--- src/rtl/hazard_ctrl.sv ---
// rtl/hazard_ctrl.sv - pipeline RAW-hazard and branch-flush controller with perf counters
module hazard_ctrl #(
  parameter int unsigned FWD_EN = 0,
  parameter int unsigned CNT_W  = 16
) (
  input  logic             CLK,
  input  logic             RST,
  input  logic             id_valid,
  input  logic [3:0]       id_src1,
  input  logic [3:0]       id_src2,
  input  logic             id_use_src1,
  input  logic             id_use_src2,
  input  logic [3:0]       id_dest,
  input  logic             id_wb_en,
  input  logic             id_mem_r_en,
  input  logic             exe_branch_taken,
  output logic             freeze,
  output logic             flush,
  output logic             if_flush,
  output logic [CNT_W-1:0] stall_count,
  output logic [CNT_W-1:0] flush_count
);

  // Shadow copy of what the ID/EX and EX/MEM registers hold
  typedef struct packed {
    logic       valid;
    logic [3:0] dest;
    logic       wb_en;
    logic       mem_r_en;
  } slot_t;

  slot_t exe_slot;
  slot_t mem_slot;

  logic hit_exe;
  logic hit_mem;
  logic hazard;

  // Register-match of the ID sources against each in-flight producer
  always_comb begin
    hit_exe = exe_slot.valid & exe_slot.wb_en &
              ((id_use_src1 & (id_src1 == exe_slot.dest)) |
               (id_use_src2 & (id_src2 == exe_slot.dest)));
    hit_mem = mem_slot.valid & mem_slot.wb_en &
              ((id_use_src1 & (id_src1 == mem_slot.dest)) |
               (id_use_src2 & (id_src2 == mem_slot.dest)));
    if (FWD_EN != 0) begin
      // Forwarding covers everything except a load result still in EXE
      hazard = id_valid & hit_exe & exe_slot.mem_r_en;
    end else begin
      hazard = id_valid & (hit_exe | hit_mem);
    end
  end

  // Pipeline control; a taken branch wins because the ID instruction is wrong-path
  always_comb begin
    freeze   = 1'b0;
    flush    = 1'b0;
    if_flush = 1'b0;
    if (RST) begin
      if (exe_branch_taken) begin
        flush    = 1'b1;
        if_flush = 1'b1;
      end else if (hazard) begin
        freeze = 1'b1;
        flush  = 1'b1;
      end
    end
  end

  // Slots advance every edge; a bubble enters EXE whenever ID/EX is cleared
  always_ff @(posedge CLK or negedge RST) begin
    if (!RST) begin
      exe_slot <= '0;
      mem_slot <= '0;
    end else begin
      mem_slot <= exe_slot;
      if (flush || !id_valid) begin
        exe_slot <= '0;
      end else begin
        exe_slot <= '{valid: 1'b1, dest: id_dest, wb_en: id_wb_en, mem_r_en: id_mem_r_en};
      end
    end
  end

  // Saturating stall and flush event counters
  always_ff @(posedge CLK or negedge RST) begin
    if (!RST) begin
      stall_count <= '0;
      flush_count <= '0;
    end else begin
      if (freeze && (stall_count != {CNT_W{1'b1}})) begin
        stall_count <= stall_count + 1'b1;
      end
      if (exe_branch_taken && (flush_count != {CNT_W{1'b1}})) begin
        flush_count <= flush_count + 1'b1;
      end
    end
  end

endmodule

--- config.mk ---
export PLATFORM = sky130hd
export DESIGN_NAME = hazard_ctrl
export DESIGN_NICKNAME = d
export VERILOG_FILES = /design/src/rtl/hazard_ctrl.sv
export SDC_FILE = /design/constraint.sdc
export NUM_CORES = 1
export LEC_CHECK = 0
export CAP_MARGIN = 5
export CORE_ASPECT_RATIO = 1.1
export CORE_UTILIZATION = 44
export DETAILED_ROUTE_END_ITERATION = 12
export PLACE_DENSITY = 0.81
export SYNTH_ARGS = -nofsm -noshare
export SYNTH_HDL_FRONTEND = slang
export SYNTH_SLANG_ARGS = --single-unit
export TNS_END_PERCENT = 10
--- constraint.sdc ---
create_clock -name CLK -period 1.95 [get_ports CLK]
set_input_delay 0.195 -clock CLK [delete_from_list [all_inputs] [get_ports CLK]]
set_output_delay 0.195 -clock CLK [all_outputs]
set_load 0.02 [all_outputs]
==> results of run 1 <==
kinds of logic after synthesis:
| kind of cell | share of synthesized area |
|---|---|
| buffers and inverters | 0.01428 |
| multiplexers | 0.02685 |
| flip-flops | 0.5029 |
| AO/OA/AOI/OAI | 0.01943 |
| adder cells (fa/ha/maj) | 0.01143 |
| AND/OR/NAND/NOR | 0.2612 |
| XOR/XNOR | 0.1640 |
layout by cell type, fill, tap and decap left out, types with 2 or more instances in the layout:
cell type	n
nor2b_1	2
and4_1	2
and3_1	4
buf_4	19
nor3_1	6
nand4_1	11
nor4_4	8
ha_1	2
dlygate4sd3_1	3
nor2_1	13
buf_6	4
dfrtp_2	2
mux2_4	2
mux2_2	2
inv_1	3
xor2_1	28
clkbuf_8	5
xor2_2	4
nand2_1	16
dfrtp_1	42
xnor2_1	9
clkdlybuf4s50_1	50
nor3_2	5
nor4_2	4
nor3_4	2
or3_1	2
nand3_1	13
a21oi_1	2
worst max-delay path: stages, from the launching register on:
cell	delay, ns
dfrtp_1	0.44
xor2_1	0.32
nor4_4	0.10
nor4_4	0.30
nor2b_1	0.10
o21a_1	0.19
buf_6	0.13
report_power, final:
group	switching (W)	internal, W
Clock	0.000285	0.000244
Sequential	0.000107	0.00100
Combinational	0.000262	0.000271
final cells by class:
type                    instances  area [µm²]
clock buffers                   6       72.57
repair buffers                 78       743.2
inverters                       3       11.26
well taps                      56       70.07
flip-flops and latches         44        1104
multi-input cells             148        1214
clock inverters                 1       5.005
fillers                       377        1498
stage by stage:
stage                     setup slack [ns]  total power (W)
after CTS                          -0.1526         0.002177
after global routing               -0.2553         0.002295
after floorplan                    0.01030         0.001351
after detailed placement           -0.4911         0.001628
after global placement             -0.4426         0.001616
final                              -0.1070         0.002170
synthesized netlist by cell type, types with 2 or more instances:
master,count
and4_1,2
xnor2_1,9
nand4_1,11
nor3_1,10
nor2b_1,2
nand3_1,13
nand2_1,16
nor2_1,15
a21oi_1,2
ha_1,2
nor4_1,3
mux2_2,2
nor3_2,2
xor2_1,32
dfrtp_1,44
inv_1,3
or3_1,2
nor4_2,8
and3_1,4
state kept, by name, summed over array words and instances (netlist names):
| name | cells |
|---|---|
| mem_slot | 6 |
| stall_count | 16 |
| flush_count | 16 |
| exe_slot | 6 |
routing by layer:
| metal | global-route usage | up-vias | wire (µm) |
|---|---|---|---|
| li1 | - | 854 | - |
| met5 | 0 | - | 0 |
| met2 | 0.3456 | 41 | 2609 |
| met4 | 0.07347 | 0 | 101 |
| met3 | 0.04101 | 10 | 147 |
| met1 | 0.2450 | 873 | 2163 |
what timing repair did:
action                                 4_1_cts  5_1_grt
buffers inserted                             3        1
endpoints found under the hold margin       13        0
gates resized for setup                     27       12
hold buffers                                 3        0
pin swaps                                    8        3
setup endpoints to repair                    7       24
path summary, 6_finish.rpt:
path,cells past startpoint,start,end,slack [ns]
max in group asynchronous,3,RST,flush_count[2],1.17
worst min-delay path,2,RST,stall_count[6],0.02
worst min register to register,0,exe_slot[1],mem_slot[1],0.45
worst max-delay path,6,exe_slot[3],flush,-0.11
min in group CLK,3,id_dest[3],exe_slot[5],0.42
worst max register to register,8,exe_slot[2],stall_count[3],-0.06
==> reports/metrics.yaml, run 1 <==
fp-row-count: 26
critPathLaunchType: "flip-flop"
grt_max_degree: 33
netlist_top_cells_area: "dfrtp_1 50%, xor2_1 13%, nor4_2 4.6%, xnor2_1 3.6%, nand4_1 3.1%"
worst-path-max-fanout: 3
io_pins: 55
antenna_cells: 0
drc: 0
syn2layout_area_growth_pct: 47.03
cts_buffers: 5
ys_types: 35
antenna_found_initial: 0
grt_pass1_wl_um: 8493
synth_edf_count: 0
irDropWorstVdd_mv: 0.7888
cts_buffer_depth: 2
initial_core_util: 0.4642
finalSetupViolations: 4
insertion_delay_ns: 0.29
fmaxAchievable_mhz: 486.1
portBuffers: 53
nNetsFinal: 302
grtUsageTotal: 0.1999
finalInstanceArea_um2: 3219
routedWlPerCell_um: 14.94
status: "complete, but fails checks"
avgSynthCellArea_um2: 11.06
drtIter0Drc: 102
power-per-cell-area_nw_per_um2: 673.9
setup_slack_ns: -0.1070
async_reset_ff_frac: 1.000
violations: "setup timing"
cts_tree: "done"
detail_route.first_pass.iterations: 4
dieArea_um2: 5263
crit_arrival_ns: 1.86
fp.dieH_um: 75.99
tns_ns: -0.2540
die_width_um: 69.26
coreArea_um2: 4717
p_leak_nw: 1.432
vias: 1778
seq_area_frac_synth: 0.5029
synth_top_area_share: 0.5029
cts-root-buf: "clkbuf_8"
syn_inst: 198
maxCapViolations: 0
ant_nets: 0
yosys_warnings: 0
slew_headroom: 0.7289
clk_pin_slew_ns: 0.08
skew_ns: 0.006762
synth_nets: 220
dp_cells: 322
fin_crit_ns: 2.057
fin_util: 0.6825
synth_ff_type: "dfrtp_1"
gp_congestion: 0.8142
hpwl_um: 3424
worstMarginPinSlew_ns: 0.4067
hold_slack_ns: 0.02378
final-hold-violation-count: 0
worst_ep_required_time_ns: 1.75
hold_class: "in2async"
drv_slew: 0
htreeDepth: 2
routed_wl_um: 5021
grt_pass1_vias: 1888
ys_seq_elements: 44
overflow: 0
critPathKind: "reg2out"
drive_gt1_frac: 0.2286
viasPerCell: 5.292
synth_top_area_cell: "dfrtp_1"
cts_sinks: 44
synth_area_um2: 2190
rsz0062_at_grt: "yes"
instances_no_fill: 336
fin_crit_sh: 1.055
cp-end-kind: "output port"
post_dp_cell_area_um2: 2902
(Power assumes the default switching activity.)
==> run 2: changes to the inputs <==
- CORE_UTILIZATION: 44 -> 35
- PLACE_DENSITY: 0.81 -> 0.65
- clock period: 1.95 -> 2.45 ns (I/O delays scaled with it)
==> reports/metrics.yaml, run 2 (synthesis gave the netlist of run 1 again) <==
status: "finished, final reports clean"
cts_buffer_depth: 2
most-common-layout-cells: "50 x clkdlybuf4s50_1, 44 x dfrtp_1, 32 x xor2_1"
post_dp_cell_area_um2: 2844
critPathLaunchType: "input port"
vias: 1674
grtUsageTotal: 0.1452
cts_tree: "done"
slew_headroom: 0.5830
cp-end-kind: "output port"
worst_ep_required_time_ns: 2.20
drv_slew: 0
grt_max_degree: 35
grt_pass1_wl_um: 7500
antenna_found_initial: 0
portBuffers: 53
finalInstanceArea_um2: 2959
cts_sinks: 44
io_pins: 55
cts_buffers: 5
rsz0062_at_grt: "no"
dieArea_um2: 6577
drtIter0Drc: 65
cp_slowest_cell: "clkdlybuf4s50_1"
clk_pin_slew_ns: 0.08
hold_class: "in2async"
gp_congestion: 0.7570
fp-row-count: 29
dp_cells: 332
htreeDepth: 2
nNetsFinal: 285
die_width_um: 77.42
post-place-ws_ns: -0.09521
grtUsageMet3: 0.04194
crit_arrival_ns: 2.03
worst-path-max-fanout: 4
overflow: 0
met1_usage: 0.1894
routed_wl_um: 4341
viasPerCell: 4.909
insertion_delay_ns: 0.30
p_total_w: 0.001813
busiest_layer: "met2"
met2_usage: 0.2301
routedWlPerCell_um: 12.73
initial_core_util: 0.3702
tns_ns: 0
fin_crit_sh: 0.9284
drc: 0
fp.dieH_um: 84.96
instances_no_fill: 341
layout_commonest_cell: "clkdlybuf4s50_1"
setup_slack_ns: 0.1755
fin_crit_ns: 2.275
largestRegisters: "flush_count x16, stall_count x16"
grt_pass1_vias: 1641
syn2layout_area_growth_pct: 35.14
finalSetupViolations: 0
skew_ns: 0.007162
hpwl_um: 3222
ant_nets: 0
drive_gt1_frac: 0.1174
fmaxAchievable_mhz: 439.7
crit_path_max_incr_delay_ns: 0.51
cts-root-buf: "clkbuf_8"
antenna_cells: 0
worstMarginPinSlew_ns: 0.6190
detail_route.first_pass.iterations: 4
cp_cell_sequence: "clkdlybuf4s50_1 > xor2_1 > nor4_2 > nor4_4 > nor2b_1 > o21a_1 > dlygate4sd2_1"
coreArea_um2: 5914
maxCapViolations: 0
p_leak_nw: 1.336
final-hold-violation-count: 0
irDropWorstVdd_mv: 0.5777
power-per-cell-area_nw_per_um2: 612.8
ff2ff_path_depth: 7
critPathKind: "in2out"
[run 2: changes by cell type in the layout (fill, tap and decap cells not counted), moves of 3 or more]
cell | previous run | this run
nor3_2 | 5 | 2
nor4_1 | 0 | 3
nor3_1 | 6 | 10
buf_4 | 19 | 7
buf_6 | 4 | 0
xor2_2 | 4 | 0
nor4_2 | 4 | 8
xor2_1 | 28 | 32
nor4_4 | 8 | 1
[run 2: what timing repair did]
action | in CTS | in global routing
gates resized for setup | 2 | 0
buffers inserted | 0 | 0
endpoints found under the hold margin | 10 | 0
hold buffers | 1 | 0
setup endpoints to repair | 2 | 0
[run 2: metal layers]
layer  vias up  routed length, µm
met5         -                  0
met4         0                 74
met3         7                214
met2        46               2046
met1       796               2007
li1        825                  -
[run 2: path summary, 6_finish.rpt]
check | startpoint | to | slack [ns]
worst max register to register | exe_slot[2] | stall_count[14] | 0.32
max in group asynchronous | RST | stall_count[2] | 1.35
worst min-delay path | RST | flush_count[10] | 0.37
worst min register to register | exe_slot[6] | mem_slot[6] | 0.42
min in group CLK | exe_slot[6] | mem_slot[6] | 0.42
worst max-delay path | id_src2[3] | flush | 0.18
[run 2: through the flow]
step,hold slack [ns],utilization
after floorplan,-0.05059,-
after global placement,0.1649,0.4809
after detailed placement,0.1588,0.4809
after CTS,0.3775,0.5003
after global routing,0.3877,0.5003
final,0.3681,0.5003
[run 2: worst max-delay path: cells and delay by family]
| family | cells | cell delay [ns] |
|---|---|---|
| AOI/OAI and AO/OA | 1 | 0.17 |
| xor gates and xnor gates | 1 | 0.20 |
| buffers and inverters | 2 | 0.83 |
| and+or+nand+nor | 3 | 0.57 |
[run 2: final cells by class]
| cell class | count | area [µm²] |
|---|---|---|
| clock buffer | 6 | 72.57 |
| clock inverter | 2 | 35.03 |
| fill | 558 | 2955 |
| inverter | 3 | 11.26 |
| multi-input combinational | 148 | 1057 |
| sequential | 44 | 1101 |
| tap | 77 | 96.34 |
| timing repair buffer | 61 | 585.6 |
[run 2: power breakdown]
| group | leakage (nW) | internal, W | switching [W] |
|---|---|---|---|
| sequential | 0.585 | 0.000795 | 0.0000792 |
| combinational | 0.695 | 0.000199 | 0.000192 |
| clock | 0.0552 | 0.000303 | 0.000245 |
| total | 1.34 | 0.00130 | 0.000517 |
==> run 3: changes to the inputs <==
- CAP_MARGIN: 5 -> default
==> results of run 3 <==
Same layout as run 2: the final DEF is identical, and so are final timing and power.
